File: src/rtl/tx_pkg.sv
// Shared transmit-path definitions: stream widths, arbiter state encoding
// and source identifiers used by the arbiter and the send buffers.
`timescale 1ns/1ps
package tx_pkg;

    localparam int DATA_W = 32;
    localparam int KEEP_W = DATA_W / 8;

    typedef enum logic [1:0] {
        IDLE      = 2'd0,
        GRANT_ARP = 2'd1,
        GRANT_IP  = 2'd2
    } arb_state_t;

    localparam logic SRC_IP  = 1'b0;
    localparam logic SRC_ARP = 1'b1;

endpackage

File: src/rtl/tx_arb_mux.sv
// Combinational payload and handshake mux for the transmit arbiter.
// Only the granted source sees m_tready; with no grant the output is all zero.
`timescale 1ns/1ps
module tx_arb_mux
#(
    parameter int DATA_W = tx_pkg::DATA_W,
    parameter int KEEP_W = tx_pkg::KEEP_W
)
(
    input  logic              grant_arp,
    input  logic              grant_ip,
    input  logic [DATA_W-1:0] ip_tdata,
    input  logic [KEEP_W-1:0] ip_tkeep,
    input  logic              ip_tvalid,
    input  logic              ip_tlast,
    output logic              ip_tready,
    input  logic [DATA_W-1:0] arp_tdata,
    input  logic [KEEP_W-1:0] arp_tkeep,
    input  logic              arp_tvalid,
    input  logic              arp_tlast,
    output logic              arp_tready,
    output logic [DATA_W-1:0] m_tdata,
    output logic [KEEP_W-1:0] m_tkeep,
    output logic              m_tvalid,
    output logic              m_tlast,
    input  logic              m_tready
);

    // Route the granted source straight through; everything else is held at zero.
    always_comb begin
        m_tdata    = '0;
        m_tkeep    = '0;
        m_tvalid   = 1'b0;
        m_tlast    = 1'b0;
        ip_tready  = 1'b0;
        arp_tready = 1'b0;
        if (grant_arp) begin
            m_tdata    = arp_tdata;
            m_tkeep    = arp_tkeep;
            m_tvalid   = arp_tvalid;
            m_tlast    = arp_tlast;
            arp_tready = m_tready;
        end else if (grant_ip) begin
            m_tdata   = ip_tdata;
            m_tkeep   = ip_tkeep;
            m_tvalid  = ip_tvalid;
            m_tlast   = ip_tlast;
            ip_tready = m_tready;
        end
    end

endmodule

File: src/rtl/tx_frame_arbiter.sv
// Frame-granular arbiter merging the ARP and IP transmit streams onto one
// AXI-stream. ARP wins ties unless IP has been passed over STARVE_LIMIT times.
// Optional build macro TX_ARB_STATS_EN adds per-source frame counters.
//
// state     | meaning
// ----------+--------------------------------------------------------------
// IDLE      | no owner; pick next source from the tvalid inputs this cycle
// GRANT_ARP | ARP frame in flight, held until its tlast beat is accepted
// GRANT_IP  | IP frame in flight, held until its tlast beat is accepted
`timescale 1ns/1ps
module tx_frame_arbiter
#(
    parameter int DATA_W       = tx_pkg::DATA_W,
    parameter int KEEP_W       = tx_pkg::KEEP_W,
    parameter int STARVE_LIMIT = 4
)
(
    input  logic              clk,
    input  logic              reset,
    input  logic [DATA_W-1:0] ip_tdata,
    input  logic [KEEP_W-1:0] ip_tkeep,
    input  logic              ip_tvalid,
    input  logic              ip_tlast,
    output logic              ip_tready,
    input  logic [DATA_W-1:0] arp_tdata,
    input  logic [KEEP_W-1:0] arp_tkeep,
    input  logic              arp_tvalid,
    input  logic              arp_tlast,
    output logic              arp_tready,
    output logic [DATA_W-1:0] m_tdata,
    output logic [KEEP_W-1:0] m_tkeep,
    output logic              m_tvalid,
    output logic              m_tlast,
    input  logic              m_tready,
    output logic              grant_arp,
    output logic              grant_ip,
    output logic              busy,
    output logic [15:0]       ip_frames,
    output logic [15:0]       arp_frames
);

    import tx_pkg::*;

    localparam logic [3:0] LIMIT = 4'(STARVE_LIMIT);

    arb_state_t state;
    logic [3:0] starve_cnt;
    logic       ip_done;
    logic       arp_done;
    logic       ip_starved;

    // tready is only ever high for the granted source, so these mark accepted tlast beats
    assign ip_done    = ip_tvalid  & ip_tready  & ip_tlast;
    assign arp_done   = arp_tvalid & arp_tready & arp_tlast;
    assign ip_starved = ip_tvalid & (starve_cnt == LIMIT);

    // Arbitration FSM with registered grants, busy flag and starvation counter
    always_ff @(posedge clk or posedge reset) begin
        if (reset) begin
            state      <= IDLE;
            grant_arp  <= 1'b0;
            grant_ip   <= 1'b0;
            busy       <= 1'b0;
            starve_cnt <= '0;
        end else begin
            case (state)
                IDLE: begin
                    if (arp_tvalid && !ip_starved) begin
                        state     <= GRANT_ARP;
                        grant_arp <= 1'b1;
                        busy      <= 1'b1;
                        // ip_starved is false here, so the count is below LIMIT
                        if (ip_tvalid)
                            starve_cnt <= starve_cnt + 4'd1;
                    end else if (ip_tvalid) begin
                        state      <= GRANT_IP;
                        grant_ip   <= 1'b1;
                        busy       <= 1'b1;
                        starve_cnt <= '0;
                    end
                end
                GRANT_ARP: begin
                    if (arp_done) begin
                        state     <= IDLE;
                        grant_arp <= 1'b0;
                        busy      <= 1'b0;
                    end
                end
                GRANT_IP: begin
                    if (ip_done) begin
                        state    <= IDLE;
                        grant_ip <= 1'b0;
                        busy     <= 1'b0;
                    end
                end
                default: begin
                    state     <= IDLE;
                    grant_arp <= 1'b0;
                    grant_ip  <= 1'b0;
                    busy      <= 1'b0;
                end
            endcase
        end
    end

    tx_arb_mux #(
        .DATA_W (DATA_W),
        .KEEP_W (KEEP_W)
    ) u_mux (
        .grant_arp  (grant_arp),
        .grant_ip   (grant_ip),
        .ip_tdata   (ip_tdata),
        .ip_tkeep   (ip_tkeep),
        .ip_tvalid  (ip_tvalid),
        .ip_tlast   (ip_tlast),
        .ip_tready  (ip_tready),
        .arp_tdata  (arp_tdata),
        .arp_tkeep  (arp_tkeep),
        .arp_tvalid (arp_tvalid),
        .arp_tlast  (arp_tlast),
        .arp_tready (arp_tready),
        .m_tdata    (m_tdata),
        .m_tkeep    (m_tkeep),
        .m_tvalid   (m_tvalid),
        .m_tlast    (m_tlast),
        .m_tready   (m_tready)
    );

`ifdef TX_ARB_STATS_EN
    logic [15:0] ip_cnt;
    logic [15:0] arp_cnt;

    // Count completed frames per source, wrapping at 2^16
    always_ff @(posedge clk or posedge reset) begin
        if (reset) begin
            ip_cnt  <= '0;
            arp_cnt <= '0;
        end else begin
            if (ip_done)
                ip_cnt <= ip_cnt + 16'd1;
            if (arp_done)
                arp_cnt <= arp_cnt + 16'd1;
        end
    end

    assign ip_frames  = ip_cnt;
    assign arp_frames = arp_cnt;
`else
    assign ip_frames  = '0;
    assign arp_frames = '0;
`endif

endmodule

File: config.mk
export PLATFORM = sky130hd
export DESIGN_NAME = tx_frame_arbiter
export DESIGN_NICKNAME = d
export VERILOG_FILES = /design/src/rtl/tx_pkg.sv /design/src/rtl/tx_arb_mux.sv /design/src/rtl/tx_frame_arbiter.sv
export SDC_FILE = /design/constraint.sdc
export NUM_CORES = 1
export LEC_CHECK = 0
export ABC_AREA = 1
export ABC_CLOCK_PERIOD_IN_PS = 1500
export CAP_MARGIN = 30
export CORE_ASPECT_RATIO = 0.7
export CORE_MARGIN = 4
export CORE_UTILIZATION = 27
export DETAILED_ROUTE_END_ITERATION = 6
export GPL_TIMING_DRIVEN = 0
export PLACE_DENSITY = 0.81
export REMOVE_ABC_BUFFERS = 1
export SYNTH_ARGS = -nofsm -noshare
export SYNTH_HDL_FRONTEND = slang
export SYNTH_SLANG_ARGS = --single-unit
File: constraint.sdc
create_clock -name clk -period 1.5 [get_ports clk]
set_input_delay 0.225 -clock clk [delete_from_list [all_inputs] [get_ports clk]]
set_output_delay 0.225 -clock clk [all_outputs]
set_load 0.02 [all_outputs]
==> results.py, run 1 <==
metrics = {
    "routing": {
        "vias_per_cell": 4.335,
        "drcViolationCount": 0,
        "drt_pass1_iterations": 4,
        "wire_per_inst_microns": 14.78,
        "ant_nets": 0,
        "vias": 1825,
        "wirelength_microns": 6222,
        "drt_iter0_drc": 93,
    },
    "synthesis": {
        "synth_area_sq_mm": 0.001315,
        "synth_xor_area_share_pct": 0.6660,
        "synth_top_family_by_area": "simple AND/OR/NAND/NOR gates",
        "ys_seq_area_share_pct": 17.13,
        "ys_async_sr_fraction_pct": 100.0,
        "synth_compound_area_share_pct": 2.284,
        "synth.avg_cell_area_sq_um": 5.717,
        "ys_seq_elements": 9,
        "synthAdderAreaFrac_pct": 1.903,
        "ys.flop_type": "dfrtp_1",
        "synth_area_leader_cell": "nand2_1",
        "synthTopCellsByCount": "nand2_1, nand3_1, buf_4",
        "synthesis.instances": 230,
        "synth_simple_gate_area_share_pct": 49.95,
        "yosysMostFrequentCell": "nand2_1",
        "yosysTopAreaCellShare_pct": 28.83,
        "yosysWarnings": 0,
        "muxShareOfSynthArea_pct": 0,
        "synthTopCellsByArea": "nand2_1, buf_4, dfrtp_1, nand3_1, inv_1",
        "synth_cell_types": 20,
        "synth_edf_count": 0,
    },
    "worst_setup_path": {
        "worstPathRequired_ns": 1.27,
        "r2r_setup_slack_ns": 0.11,
        "arrival_ns": 1.34,
        "critPathMaxFanout": 6,
        "end_kind": "output pin",
        "cp-endpoint": "m_tkeep[1]",
        "reg2regPathDepth": 8,
        "reg2reg_from": "grant_arp",
        "startpoint_type": "flop",
        "worstSetupStartpoint": "grant_arp",
        "crit_type": "flop to output pin",
        "timing.rr.end": "busy",
    },
    "die": {
        "fp.dieH_microns": 66.39,
        "num_rows": 20,
        "initial_core_util_pct": 29.03,
        "pin_count": 154,
        "die_area_sq_mm": 0.006069,
        "die_w_microns": 91.42,
        "fp.coreArea_sq_mm": 0.004529,
    },
    "clock_tree": {
        "postCtsHoldBufs": 0,
        "cts_buffers": 3,
        "cts.htree.levels": 1,
        "cts_tree": "built",
        "insertion_delay_ns": 0.24,
        "cts_root_buf": "clkbuf_8",
        "clock_sinks": 9,
        "path_clk_slew_ns": 0.05,
        "clock_path_buffers": 2,
    },
    "power": {
        "power_frac_clock_pct": 6.4,
        "combPwrFrac_pct": 82.5,
        "p_leak_nw": 1.395,
        "p_total_mw": 4.703,
        "switching_share_pct": 51.56,
        "peakVddDrop_mv": 0.9596,
        "p_seq_share_pct": 11.2,
        "p_int_mw": 2.278,
        "switching_power_mw": 2.425,
        "cellPowerDensity_mw_per_mm2": 1739,
    },
    "hold_path": {
        "hold_path_class": "primary input to async pin",
    },
    "timing": {
        "fin_ws_ns": -0.06118,
        "rsz0062_at_grt": "true",
        "drv_slew": 0,
        "finalSetupViolCount": 39,
        "finalCritPeriodShare_pct": 104.1,
        "max_freq_mhz": 640.5,
        "fin_skew_ns": 0.004226,
        "period_needed_ns": 1.561,
        "setup_tns_ns": -1.389,
        "final_hold_viol_count": 0,
    },
    "placement": {
        "gp_congestion": 0.8499,
        "place_hpwl_microns": 4496,
        "dp_slack_ns": -1.040,
        "io_buffers": 121,
        "placed_cells": 405,
        "postPlaceCellArea_sq_mm": 0.002447,
    },
    "cells_and_area": {
        "multi_input_area_sq_um": 894.6,
        "regArea_sq_um": 232.7,
        "antenna_cells": 0,
        "final_cell_area_sq_mm": 0.002704,
        "finish.net_count": 437,
        "fin_cells": 421,
        "nFillCells": 402,
        "drive_gt1_share_pct": 23.10,
        "syn_to_final_growth_pct": 105.6,
    },
    "global_routing": {
        "grt_pass1_vias": 1715,
        "grt_overflow_total": 0,
        "antenna_found_initial": 0,
        "grt_pass1_wl_microns": 8832,
        "grt_usage_pct": 18.10,
        "grt_max_degree": 39,
    },
    "run_status": {
        "violations": "setup timing",
        "status": "finished with violations",
    },
    "job": {
        "drv_cap": 0,
    },
}
[stage by stage]
stage | hold slack, ns | util [%]
finish | 0.2553 | 59.70
global route | 0.2952 | 59.70
CTS | 0.2785 | 53.90
detailed placement | 0.4834 | 54.03
global placement | 0.4639 | 53.09
floorplan | 0.05292 | -
[placed cells by master, fill, tap and decap left out, drive strengths merged]
cell type and count:
nand2 101, clkdlybuf4s50 79, buf 51, nand3 42, conb 32, inv 14, dfrtp 9, nor2 7
clkbuf 6, nand4 4, o21ai 4, ha 2, nor3 1, o22ai 1, xor2 1, dlygate4sd2 1
[cell type report]
type / count / share of cell area, %
multi-input cells: 195 / 33.09
repair inverters: 2 / 1.157
flip-flops and latches: 9 / 8.607
repair buffers: 133 / 50.30
well taps: 66 / 3.054
inverters: 12 / 2.129
clock buffers: 4 / 1.666
[power groups by stage]
stage          combinational (mW)  clock (mW)  sequential [mW]
2_1_floorplan                1.49           0            0.670
3_3_place_gp                 2.90           0            0.741
3_5_place_dp                 3.16           0            0.625
4_1_cts                      3.19       0.298            0.536
5_1_grt                      4.18       0.321            0.543
6_report                     3.88       0.299            0.524
[how the worst min path moves through the flow]
stage / to / depth (start not counted) / from / slack (ns)
floorplan: busy / 1 / reset / 0.05
global placement: busy / 2 / busy / 0.46
detailed placement: busy / 2 / busy / 0.48
CTS: state[1] / 2 / reset / 0.28
global route: state[1] / 2 / reset / 0.30
finish: state[1] / 2 / reset / 0.26
[critical path, stage by stage (launching register included)]
cell,delay [ns]
dfrtp_4,0.53
buf_4,0.16
clkbuf_16,0.15
nand2_1,0.06
nand2_1,0.05
buf_2,0.15
[repair_timing]
action / in CTS / in global routing
pin swaps: 0 / 3
setup buffers: 5 / 4
resized for setup: 199 / 64
endpoints found under the setup margin: 47 / 41
gates cloned: 0 / 3
[registers in the layout, summed over array words and instances, names as in the netlist]
signal	flops
starve_cnt	4
state	2
busy	1
grant_arp	1
grant_ip	1
[logic make-up after synthesis]
kind of cell	after synthesis
xor+xnor	1
fa+ha+maj	2
other cells	1
flops	9
simple gates	155
buf+inv	57
compound gates	5
[per-layer routing]
metal | share of wire, % | track usage (%)
met1 | 42 | 23.39
met2 | 49 | 30.03
met3 | 7.0 | 4.664
met4 | 1.8 | 4.699
met5 | 0 | 0
Note: power is estimated with default switching activity, not from simulation.
==> run 2: changes to the inputs <==
- ABC_CLOCK_PERIOD_IN_PS: 1500 -> 1900
- CELL_PAD_IN_SITES_DETAIL_PLACEMENT: default -> 1
- CELL_PAD_IN_SITES_GLOBAL_PLACEMENT: default -> 1
- CORE_UTILIZATION: 27 -> 17
- PLACE_DENSITY: 0.81 -> default
- PLACE_DENSITY_LB_ADDON: default -> 0.1
- clock period: 1.5 -> 1.9 ns (I/O delays scaled with it)
==> run 2 against run 1 <==
Against the previous run: the flow now finishes without violations; critical path depth down 1; clock-buffer cell count unchanged; register-to-register slack better by 0.39 ns; largest cell class unchanged.
==> results.py, run 2 (synthesized netlist as in run 1, its figures left out) <==
metrics = {
    "routing": {
        "wirelength_microns": 6885,
        "wl_met2_microns": 3450,
        "routed.top_layer": "met4",
        "drt_pass1_iterations": 4,
        "drcViolationCount": 0,
        "vias_per_cell": 4.094,
        "drt_iter0_drc": 32,
        "ant_nets": 0,
        "vias": 1830,
        "wire_per_inst_microns": 15.40,
        "wl_met3_microns": 463,
        "wl_met1_microns": 2874,
    },
    "worst_setup_path": {
        "timing.rr.end": "busy",
        "crit_type": "flop to output pin",
        "path_cells": "buf_6 -> nand2_1 -> nand2_1 -> dlygate4sd2_1",
        "critPathTopFamily": "flip-flops",
        "reg2reg_from": "grant_arp",
        "cp.buffers_inverters": 2,
        "max_stage_delay_ns": 0.57,
        "worstPathRequired_ns": 1.62,
        "arrival_ns": 1.50,
        "end_kind": "output pin",
        "slowest_stage": "dfrtp_4",
        "critPathMostFrequentCell": "nand2_1",
        "startpoint_type": "flop",
        "critPathMaxFanout": 11,
        "reg2regPathDepth": 7,
        "r2r_setup_slack_ns": 0.50,
    },
    "cells_and_area": {
        "top_register": "starve_cnt",
        "nFillCells": 962,
        "syn_to_final_growth_pct": 96.10,
        "largest_reg_flops": 4,
        "layout_commonest_cell": "nand2_1",
        "largest_registers": "starve_cnt: 4 flops, state: 2 flops",
        "multi_input_area_sq_um": 840.8,
        "layout_common_cells": "nand2_1, clkdlybuf4s50_1, nand3_1, dlygate4sd2_1, conb_1",
        "drive_gt1_share_pct": 4.871,
        "regArea_sq_um": 232.7,
        "final_cell_area_sq_mm": 0.002579,
        "antenna_cells": 0,
        "finish.net_count": 431,
    },
    "clock_tree": {
        "cts.htree.levels": 1,
        "path_clk_slew_ns": 0.04,
        "cts_tree": "built",
        "insertion_delay_ns": 0.23,
        "clock_path_buffers": 2,
        "cts_root_buf": "clkbuf_8",
        "cts_buffers": 3,
        "clock_sinks": 9,
        "postCtsHoldBufs": 0,
    },
    "global_routing": {
        "grt_pass1_vias": 1788,
        "antenna_found_initial": 0,
        "grt_overflow_total": 0,
        "grt_max_degree": 23,
        "grt_usage_pct": 14.04,
        "grt_pass1_wl_microns": 10190,
    },
    "power": {
        "cellPowerDensity_mw_per_mm2": 1237,
        "peakVddDrop_mv": 0.4739,
        "power_frac_clock_pct": 7.0,
        "p_total_mw": 3.190,
        "combPwrFrac_pct": 78.3,
        "p_int_mw": 1.419,
        "p_seq_share_pct": 14.8,
        "switching_share_pct": 55.51,
        "switching_power_mw": 1.771,
        "p_leak_nw": 1.392,
    },
    "hold_path": {
        "hold_path_class": "primary input to async pin",
    },
    "placement": {
        "dp_slack_ns": -0.7018,
        "postPlaceCellArea_sq_mm": 0.002447,
        "io_buffers": 121,
        "place_hpwl_microns": 5046,
        "gp_congestion": 0.7228,
    },
    "timing": {
        "max_freq_mhz": 559.6,
        "finalCritPeriodShare_pct": 94.05,
        "fin_ws_ns": 0.1130,
        "finalSetupViolCount": 0,
        "rsz0062_at_grt": "false",
        "holdWs_ns": 0.3437,
        "period_needed_ns": 1.787,
        "final_hold_viol_count": 0,
        "drv_slew": 0,
        "fin_skew_ns": 0.0007133,
    },
    "die": {
        "die_w_microns": 113.1,
        "num_rows": 26,
        "fp.coreArea_sq_mm": 0.007417,
        "initial_core_util_pct": 17.73,
        "pin_count": 154,
        "die_area_sq_mm": 0.009229,
        "fp.dieH_microns": 81.59,
    },
    "run_status": {
        "status": "complete, no violations",
    },
    "job": {
        "drv_cap": 0,
    },
}
run 2: cell count changes in the layout (fill, tap and decap cells not counted), moves of 5 or more:
cell	previous run	this run
buf_2	5	0
buf_4	17	2
buf_6	24	2
dlygate4sd2_1	1	40
nand2_1	87	101
nand2_2	14	0
run 2: power by group through the flow:
stage	logic [mW]	clock network (mW)	registers (mW)
3_3_place_gp	2.33	0	0.629
6_report	2.50	0.222	0.471
4_1_cts	2.56	0.233	0.474
5_1_grt	2.75	0.241	0.492
2_1_floorplan	1.17	0	0.529
3_5_place_dp	2.33	0	0.625
run 2: layout make-up:
type	count	share of cell area, %
Tap cell	98	4.755
Inverter	12	2.232
Timing Repair inverter	1	0.4367
Sequential cell	9	9.025
Timing Repair Buffer	128	49.20
Multi-Input combinational cell	195	32.61
Clock buffer	4	1.747
run 2: stage by stage:
stage	instances	util [%]	TNS [ns]
floorplan	216	-	-6.051
global placement	435	32.96	-57.14
detailed placement	435	33.00	-25.57
CTS	447	34.72	-0.1366
global route	447	34.77	0
finish	447	34.77	0
run 2: repair_timing:
item                                    in CTS  in global routing
resized for setup                           50                  2
endpoints found under the setup margin      42                  2
buffers inserted                             7                  0
gates cloned                                 1                  0
run 2: metal layers:
layer | vias up | global-route usage, %
met5 | - | 0
met1 | 848 | 17.19
li1 | 899 | -
met2 | 75 | 25.41
met4 | 0 | 3.241
met3 | 8 | 3.019
run 2: worst max path at each step:
stage,startpoint,slack [ns],cells past startpoint,to
floorplan,grant_arp,-0.16,3,m_tdata[0]
global route,grant_arp,0.01,3,m_tlast
detailed placement,grant_arp,-0.70,4,m_tdata[8]
finish,grant_arp,0.11,4,m_tdata[23]
CTS,grant_arp,-0.14,4,m_tdata[27]
global placement,grant_arp,-1.43,4,m_tvalid
